**src/rtl/sync_2ff.sv**
```systemverilog
`default_nettype none
// ============================================================================
// Module   : sync_2ff
// Purpose  : Generic two-flop synchronizer for one asynchronous input bit.
// Revision : 1.0
// ============================================================================
module sync_2ff #(
    parameter logic RESET_VAL = 1'b0
) (
    input  logic clk,
    input  logic rst_n,
    input  logic d,
    output logic q
);

    logic r_meta;
    logic r_sync;

    always_ff @(posedge clk) begin
        if (!rst_n) begin
            r_meta <= RESET_VAL;
            r_sync <= RESET_VAL;
        end else begin
            r_meta <= d;
            r_sync <= r_meta;
        end
    end

    assign q = r_sync;

endmodule
`default_nettype wire

```
**src/rtl/button_debounce.sv**
```systemverilog
`default_nettype none
// ============================================================================
// Module   : button_debounce
// Purpose  : Synchronizes and debounces a push-button pin; produces a clean
//            level, press/release pulses and a one-shot long-press pulse.
// Revision : 1.0
// ============================================================================
module button_debounce #(
    parameter int SYS_CLK     = 50000000,
    parameter int DEBOUNCE_US = 10000,
    parameter int LONG_MS     = 1000,
    parameter int ACTIVE_LOW  = 1
) (
    input  logic clk,
    input  logic rst_n,
    input  logic clk_en,
    input  logic btn_in,
    output logic pressed,
    output logic press,
    output logic release_pulse,
    output logic long_press
);

    localparam int DB_RAW   = SYS_CLK / 1000000 * DEBOUNCE_US;
    localparam int DB_CNT   = (DB_RAW < 2) ? 2 : DB_RAW;
    localparam int LONG_RAW = SYS_CLK / 1000 * LONG_MS;
    localparam int LONG_CNT = (LONG_RAW < 1) ? 1 : LONG_RAW;
    localparam int DB_W     = $clog2(DB_CNT + 1);
    localparam int LONG_W   = $clog2(LONG_CNT + 1);

    localparam logic              PIN_IDLE  = (ACTIVE_LOW != 0);
    localparam logic [DB_W-1:0]   DB_LAST   = DB_W'(DB_CNT - 1);
    localparam logic [LONG_W-1:0] LONG_MAX  = LONG_W'(LONG_CNT);
    localparam logic [LONG_W-1:0] LONG_LAST = LONG_W'(LONG_CNT - 1);

    logic              w_sync;
    logic              w_s;
    logic              r_pressed;
    logic              r_press;
    logic              r_release;
    logic              r_long;
    logic [DB_W-1:0]   r_db_cnt;
    logic [LONG_W-1:0] r_long_cnt;

    sync_2ff #(
        .RESET_VAL (PIN_IDLE)
    ) u_sync (
        .clk   (clk),
        .rst_n (rst_n),
        .d     (btn_in),
        .q     (w_sync)
    );

    // Normalized so that 1 always means "pressed".
    assign w_s = w_sync ^ PIN_IDLE;

    always_ff @(posedge clk) begin
        if (!rst_n) begin
            r_pressed  <= 1'b0;
            r_press    <= 1'b0;
            r_release  <= 1'b0;
            r_long     <= 1'b0;
            r_db_cnt   <= '0;
            r_long_cnt <= '0;
        end else begin
            r_press   <= 1'b0;
            r_release <= 1'b0;
            r_long    <= 1'b0;
            if (clk_en) begin
                if (w_s == r_pressed) begin
                    r_db_cnt <= '0;
                end else if (r_db_cnt == DB_LAST) begin
                    r_pressed <= w_s;
                    r_db_cnt  <= '0;
                    r_press   <= w_s;
                    r_release <= ~w_s;
                end else begin
                    r_db_cnt <= r_db_cnt + 1'b1;
                end

                // Saturating hold counter; the pulse marks the step onto LONG_MAX.
                if (r_pressed) begin
                    if (r_long_cnt != LONG_MAX) begin
                        r_long_cnt <= r_long_cnt + 1'b1;
                        r_long     <= (r_long_cnt == LONG_LAST);
                    end
                end else begin
                    r_long_cnt <= '0;
                end
            end
        end
    end

    assign pressed       = r_pressed;
    assign press         = r_press;
    assign release_pulse = r_release;
    assign long_press    = r_long;

endmodule
`default_nettype wire

```
**config.mk**
```make
export PLATFORM = sky130hd
export DESIGN_NAME = button_debounce
export DESIGN_NICKNAME = d
export VERILOG_FILES = /design/src/rtl/sync_2ff.sv /design/src/rtl/button_debounce.sv
export SDC_FILE = /design/constraint.sdc
export NUM_CORES = 1
export LEC_CHECK = 0
export CAP_MARGIN = 20
export CORE_MARGIN = 1.5
export CORE_UTILIZATION = 30
export DETAILED_ROUTE_END_ITERATION = 6
export GPL_ROUTABILITY_DRIVEN = 0
export SLEW_MARGIN = 30
export SYNTH_ARGS = -nofsm -noshare
export SYNTH_HDL_FRONTEND = slang
export SYNTH_SLANG_ARGS = --single-unit
export TNS_END_PERCENT = 30
```
**constraint.sdc**
```tcl
create_clock -name clk -period 2.25 [get_ports clk]
set_input_delay 0.5625 -clock clk [delete_from_list [all_inputs] [get_ports clk]]
set_output_delay 0.5625 -clock clk [all_outputs]
set_load 0.1 [all_outputs]
```
### Word-level counts from Yosys, hierarchy flattened

Index checks and enable logic that the tools add are counted.

* flip-flop bits (word level): 51
* bits in latches: 0
* memory bits (writable): 0
* memory bits (read-only): 0
* bits of input ports: 4
* output and inout port bits: 4
* word-level logic and storage cells: 28
* memories: 0

* $add $sub $neg: 2
* $mul: 0
* div/mod/pow operators: 0
* magnitude comparators: 0
* equality and inequality tests: 5
* shifts and indexed selects: 0
* multiplexer cells: 4
* bitwise operators: 5
* reduce and logical (&&, ||, !) cells: 4

Operator list (number)
* $mux 26: 2
* $mux 19: 2
* $add 26x1->26 const B: 1
* $eq 26x26->1 const B: 1
* $ne 26x26->1 const B: 1
* $add 19x1->19 const B: 1
* $eq 19x19->1 const B: 1
* $not 1->1: 5
* $reduce_and 4->1: 1
* $reduce_or 4->1: 1
* $reduce_and 3->1: 1
* $ne 2x1->1 const B: 1
* $reduce_and 2->1: 1
* $eq 1x1->1: 1

### Longest topological paths before layout

* depth after elaboration: 4
* gate-level depth with buffers: 7

### Modules after synthesis

A second synthesis with hierarchy kept.

* cell total of the unflattened synthesis: 309
* area total of the unflattened synthesis: 2635.0 um2

By module, submodules not included
* button_debounce: instances 1, cells each 305, area an instance 2582.5 um2, sequential area each 980.9 um2
* sync_2ff: instances 1, cells each 4, area an instance 52.6 um2, sequential area each 40.0 um2

### Least setup slack after synthesis

OpenSTA, ideal clock, no wires.

* kind: register to register
* from: register r_pressed, in the netlist pressed
* to: register r_db_cnt[5]
* library setup time: 0.114 ns
* data arrival time: 2.204 ns
* setup slack: -0.068 ns
* stages on the path, launching flop included: 8
* path buffers: 2
* period minus slack after synthesis: 2.318 ns
* cells stage by stage: dfxtp_1 -> buf_2 -> xor2_1 -> nor2_1 -> o21a_1 -> buf_2 -> a21o_1 -> a21o_1

* longest elaborated chain between the ends: 2

Ends and longest elaborated chain
* start, declared: RTL line button_debounce.sv:38 `logic r_pressed;`
* start signal, assigned: RTL line button_debounce.sv:73 `r_pressed <= w_s;`
* $eq 1x1->1: RTL line button_debounce.sv:70 `if (w_s == r_pressed) begin`
* $mux 19: RTL line button_debounce.sv:70
* end signal, assigned: RTL line button_debounce.sv:78 `r_db_cnt <= r_db_cnt + 1'b1;`
* end, declared: RTL line button_debounce.sv:42 `logic [DB_W-1:0] r_db_cnt;`

No other way between the ends.
A chain may end at the register's enable or synchronous reset.

### Final worst setup path

* from: input port clk_en
* to: register r_long_cnt[24]

* longest elaborated chain between the ends: 1

Ends and longest elaborated chain
* start, declared: RTL line button_debounce.sv:16 `input logic clk_en,`
* $reduce_and 2->1 (no source line)
* end signal, assigned: RTL line button_debounce.sv:84 `r_long_cnt <= r_long_cnt + 1'b1;`
* end, declared: RTL line button_debounce.sv:43 `logic [LONG_W-1:0] r_long_cnt;`

No other way between the ends.

==> run_results.csv <==
group,metric,value,unit
grt,grt_max_degree,20,
power_and_ir_drop,ir_drop,0.000252,V
clock_network,clk_root_buffer_cell,"clkbuf_8",
floorplan,start_util,31.3,%
route,antenna_left,0,
clock_network,cts_max_path_buffers,2,
floorplan,fp.dieArea,0.00922,sq mm
finish,final_nets,326,
route,dr_total_vias,2104,
worst_setup_path,crit_path_start_kind,"input port",
worst_setup_path,cp-end-kind,"flip-flop",
finish,ff_latch_area,0.00102,sq mm
timing,slew_violations,0,
timing,tightest_slew,0.463,ns
yosys,ys_seq_area_share,39.3,%
yosys,synth_edf_count,0,
grt,overflow,0,
route,drc,0,
timing,fin_skew,0.00923,ns
route,wire_per_inst,11.9,microns
clock_network,insertion_delay,0.30,ns
floorplan,std_cell_rows,33,
yosys,yosys_warnings,0,
flow_run,cap_violations,0,
route,firstDrtPassIters,4,
timing,min_period,2.08,ns
floorplan,die_width,96.0,microns
worst_setup_path,worstSetupPathType,"in -> reg",
finish,multi_input_area,0.00143,sq mm
clock_network,post_cts_buffers,0,
timing,rsz0062_at_grt,"no",
worst_setup_path,r2r_cells,5,
place,postPlaceCellArea,0.00284,sq mm
finish,final_layout_size_suffix_gt1_share,16.9,%
worst_setup_path,regToRegStartpoint,"r_long_cnt[2]",
yosys,syn-instance-count,301,
yosys,ys_types,49,
clock_network,clkTransAtPathRegs,0.10,ns
timing,min_period_over_period,92.3,%
min_path,hold_path.class,"reg -> reg",
power_and_ir_drop,power,0.00153,W
finish,n_fill_cell,836,
worst_setup_path,cp_max_fo,9,
min_path,hp-start,"u_sync.r_meta",
worst_setup_path,rrSetupSlack,0.29,ns
timing,fmax,481,MHz
worst_setup_path,crit_buf_inv,1,
worst_setup_path,crit_chain,"clkdlybuf4s50_1 > nand4_2 > or3_1 > nor4_2 > xnor2_1 > nor2_1",
clock_network,numCtsBuffers,5,
worst_setup_path,cp.required,2.46,ns
grt,grt_pass1_vias,1938,
route,viasPerCell,4.95,
route,drt_iter0_drc,57,
yosys,syn_area_per_cell,8.63,sq um
timing,setup_viol,0,
grt,grt_pass1_wl,8.66,mm
yosys,synth-async-reset-ratio,0,%
place,portBuffers,7,
worst_setup_path,worstReg2RegEnd,"r_long_cnt[10]",
timing,relSlewSlack,69.0,%
timing,hold_viol_final,0,
worst_setup_path,critPathTopFamily,"simple AND/OR/NAND/NOR gates",
worst_setup_path,worstPathArrival,2.29,ns
floorplan,die_y,96.0,microns
place,post-dp-hpwl,3.65,mm
floorplan,ios,8,
clock_network,htreeDepth,2,
min_path,min_path_cells,1,
worst_setup_path,cpPeakStageDelay,0.54,ns
yosys,synth_flop_cell,"dfxtp_1",
min_path,hold_end,"u_sync.q",
finish,syn_to_final_growth,13.3,%
power_and_ir_drop,p_per_area,521,mW/mm^2
power_and_ir_drop,leakagePower,0.965,nW
status,status,"complete, no violations",
grt,antenna_found_initial,0,
timing,fin_hold_ws,0.411,ns
yosys,syn_nets,308,
floorplan,core-area,0.00830,sq mm
yosys,synth_seq_cells,51,
worst_setup_path,cp_slowest_cell,"or3_1",
clock_network,cts_sinks,51,
finish,antenna_cells,0,
route,routed_wl,5.06,mm
finish,stdcell_area,0.00294,sq mm
yosys,synth_area,0.00260,sq mm
clock_network,cts_tree,"built",
grt,track_usage,11.6,%
## flip-flops by register name (all words and copies together), names as in the netlist
signal / flops
r_long_cnt: 26
u_sync.q: 1
pressed: 1
r_db_cnt: 19
u_sync.r_meta: 1
press: 1
release_pulse: 1
long_press: 1
## per-stage QoR
stage          utilization (%)  setup TNS [ns]  instances  setup slack [ns]
2_1_floorplan                -               0        301             0.267
3_3_place_gp              34.2          -0.762        417            -0.121
3_5_place_dp              34.2           -1.19        417            -0.140
4_1_cts                   35.4               0        425             0.129
5_1_grt                   35.4               0        425            0.0866
6_report                  35.4               0        425             0.173
## routing by layer
layer  GRT usage [%]  up-vias  wire length [microns]
met1            15.5      981                   2590
met4            2.57        0                     37
met5               0        -                      0
met3            2.61        7                    132
li1                -     1098                      -
met2            19.0       18                   2300
## where the power goes
part | switching (W) | total, W | internal, W | leakage [nW]
clock network | 0.000320 | 0.000572 | 0.000252 | 0.0474
registers | 0.00000118 | 0.000905 | 0.000904 | 0.412
logic | 0.0000331 | 0.0000562 | 0.0000231 | 0.506
## synth_stat cells, drive strengths merged (2+ instances only)
cell | n | share of area, %
nor3 | 10 | 1.9
nand4 | 11 | 3.1
dfxtp | 51 | 39
clkbuf | 4 | 0.58
a21oi | 11 | 2.1
o2bb2ai | 2 | 0.67
or3 | 9 | 2.5
nor4 | 16 | 6.5
inv | 17 | 2.5
nand3 | 14 | 2.9
nand2 | 30 | 4.3
nor2 | 32 | 4.9
or4b | 2 | 0.92
a21o | 7 | 2.0
xnor2 | 19 | 6.4
o21a | 2 | 0.58
or2 | 2 | 0.48
xor2 | 5 | 1.7
a22o | 2 | 0.67
nor3b | 2 | 0.58
nand2b | 2 | 0.48
and4 | 2 | 0.67
buf | 8 | 2.7
o21ai | 18 | 3.8
ha | 3 | 1.4
and3 | 6 | 1.4
nor4b | 3 | 1.0
## placed cells by master (no fill, tap or decap), types with 7 or more instances in the layout
cell type and count:
nand3_1 13, nand4_1 9, xnor2_1 19, a21oi_1 11, nor2_1 29, o21ai_0 15
a21o_1 7, nand2_1 30, nor3_1 10, nor4_1 8, buf_4 19, dfxtp_1 50
inv_1 17
## what timing repair did
item                                    CTS  global route
endpoints found under the setup margin    0             3
hold buffers                              0             0
resized for setup                         0             1
## cells by family after synthesis
logic type      after synthesis  share of synthesized area (%)
xor+xnor                     24                           8.10
fa+ha+maj                     3                           1.45
simple gates                145                           33.0
flops                        51                           39.3
compound gates               47                           11.5
buf+inv                      29                           5.78
mux                           2                          0.819
## cell type report
type,instances,area share [%]
multi-input combinational,221,48.7
sequential,51,34.8
timing repair buffer,23,6.55
tap,105,4.47
clock buffer,6,2.81
inverter,17,2.17
clock inverter,2,0.553
## worst max-delay path by stage
| stage | startpoint | end | slack, ns | cells past startpoint |
|---|---|---|---|---|
| finish | clk_en | r_long_cnt[24] | 0.17 | 6 |
| global route | clk_en | r_long_cnt[22] | 0.09 | 6 |
| CTS | r_db_cnt[1] | r_db_cnt[7] | 0.13 | 6 |
| detailed placement | clk_en | r_long_cnt[22] | -0.14 | 6 |
| global placement | clk_en | r_long_cnt[22] | -0.12 | 6 |
| floorplan | pressed | r_db_cnt[5] | 0.27 | 7 |
Note: power is estimated with default switching activity, not from simulation.
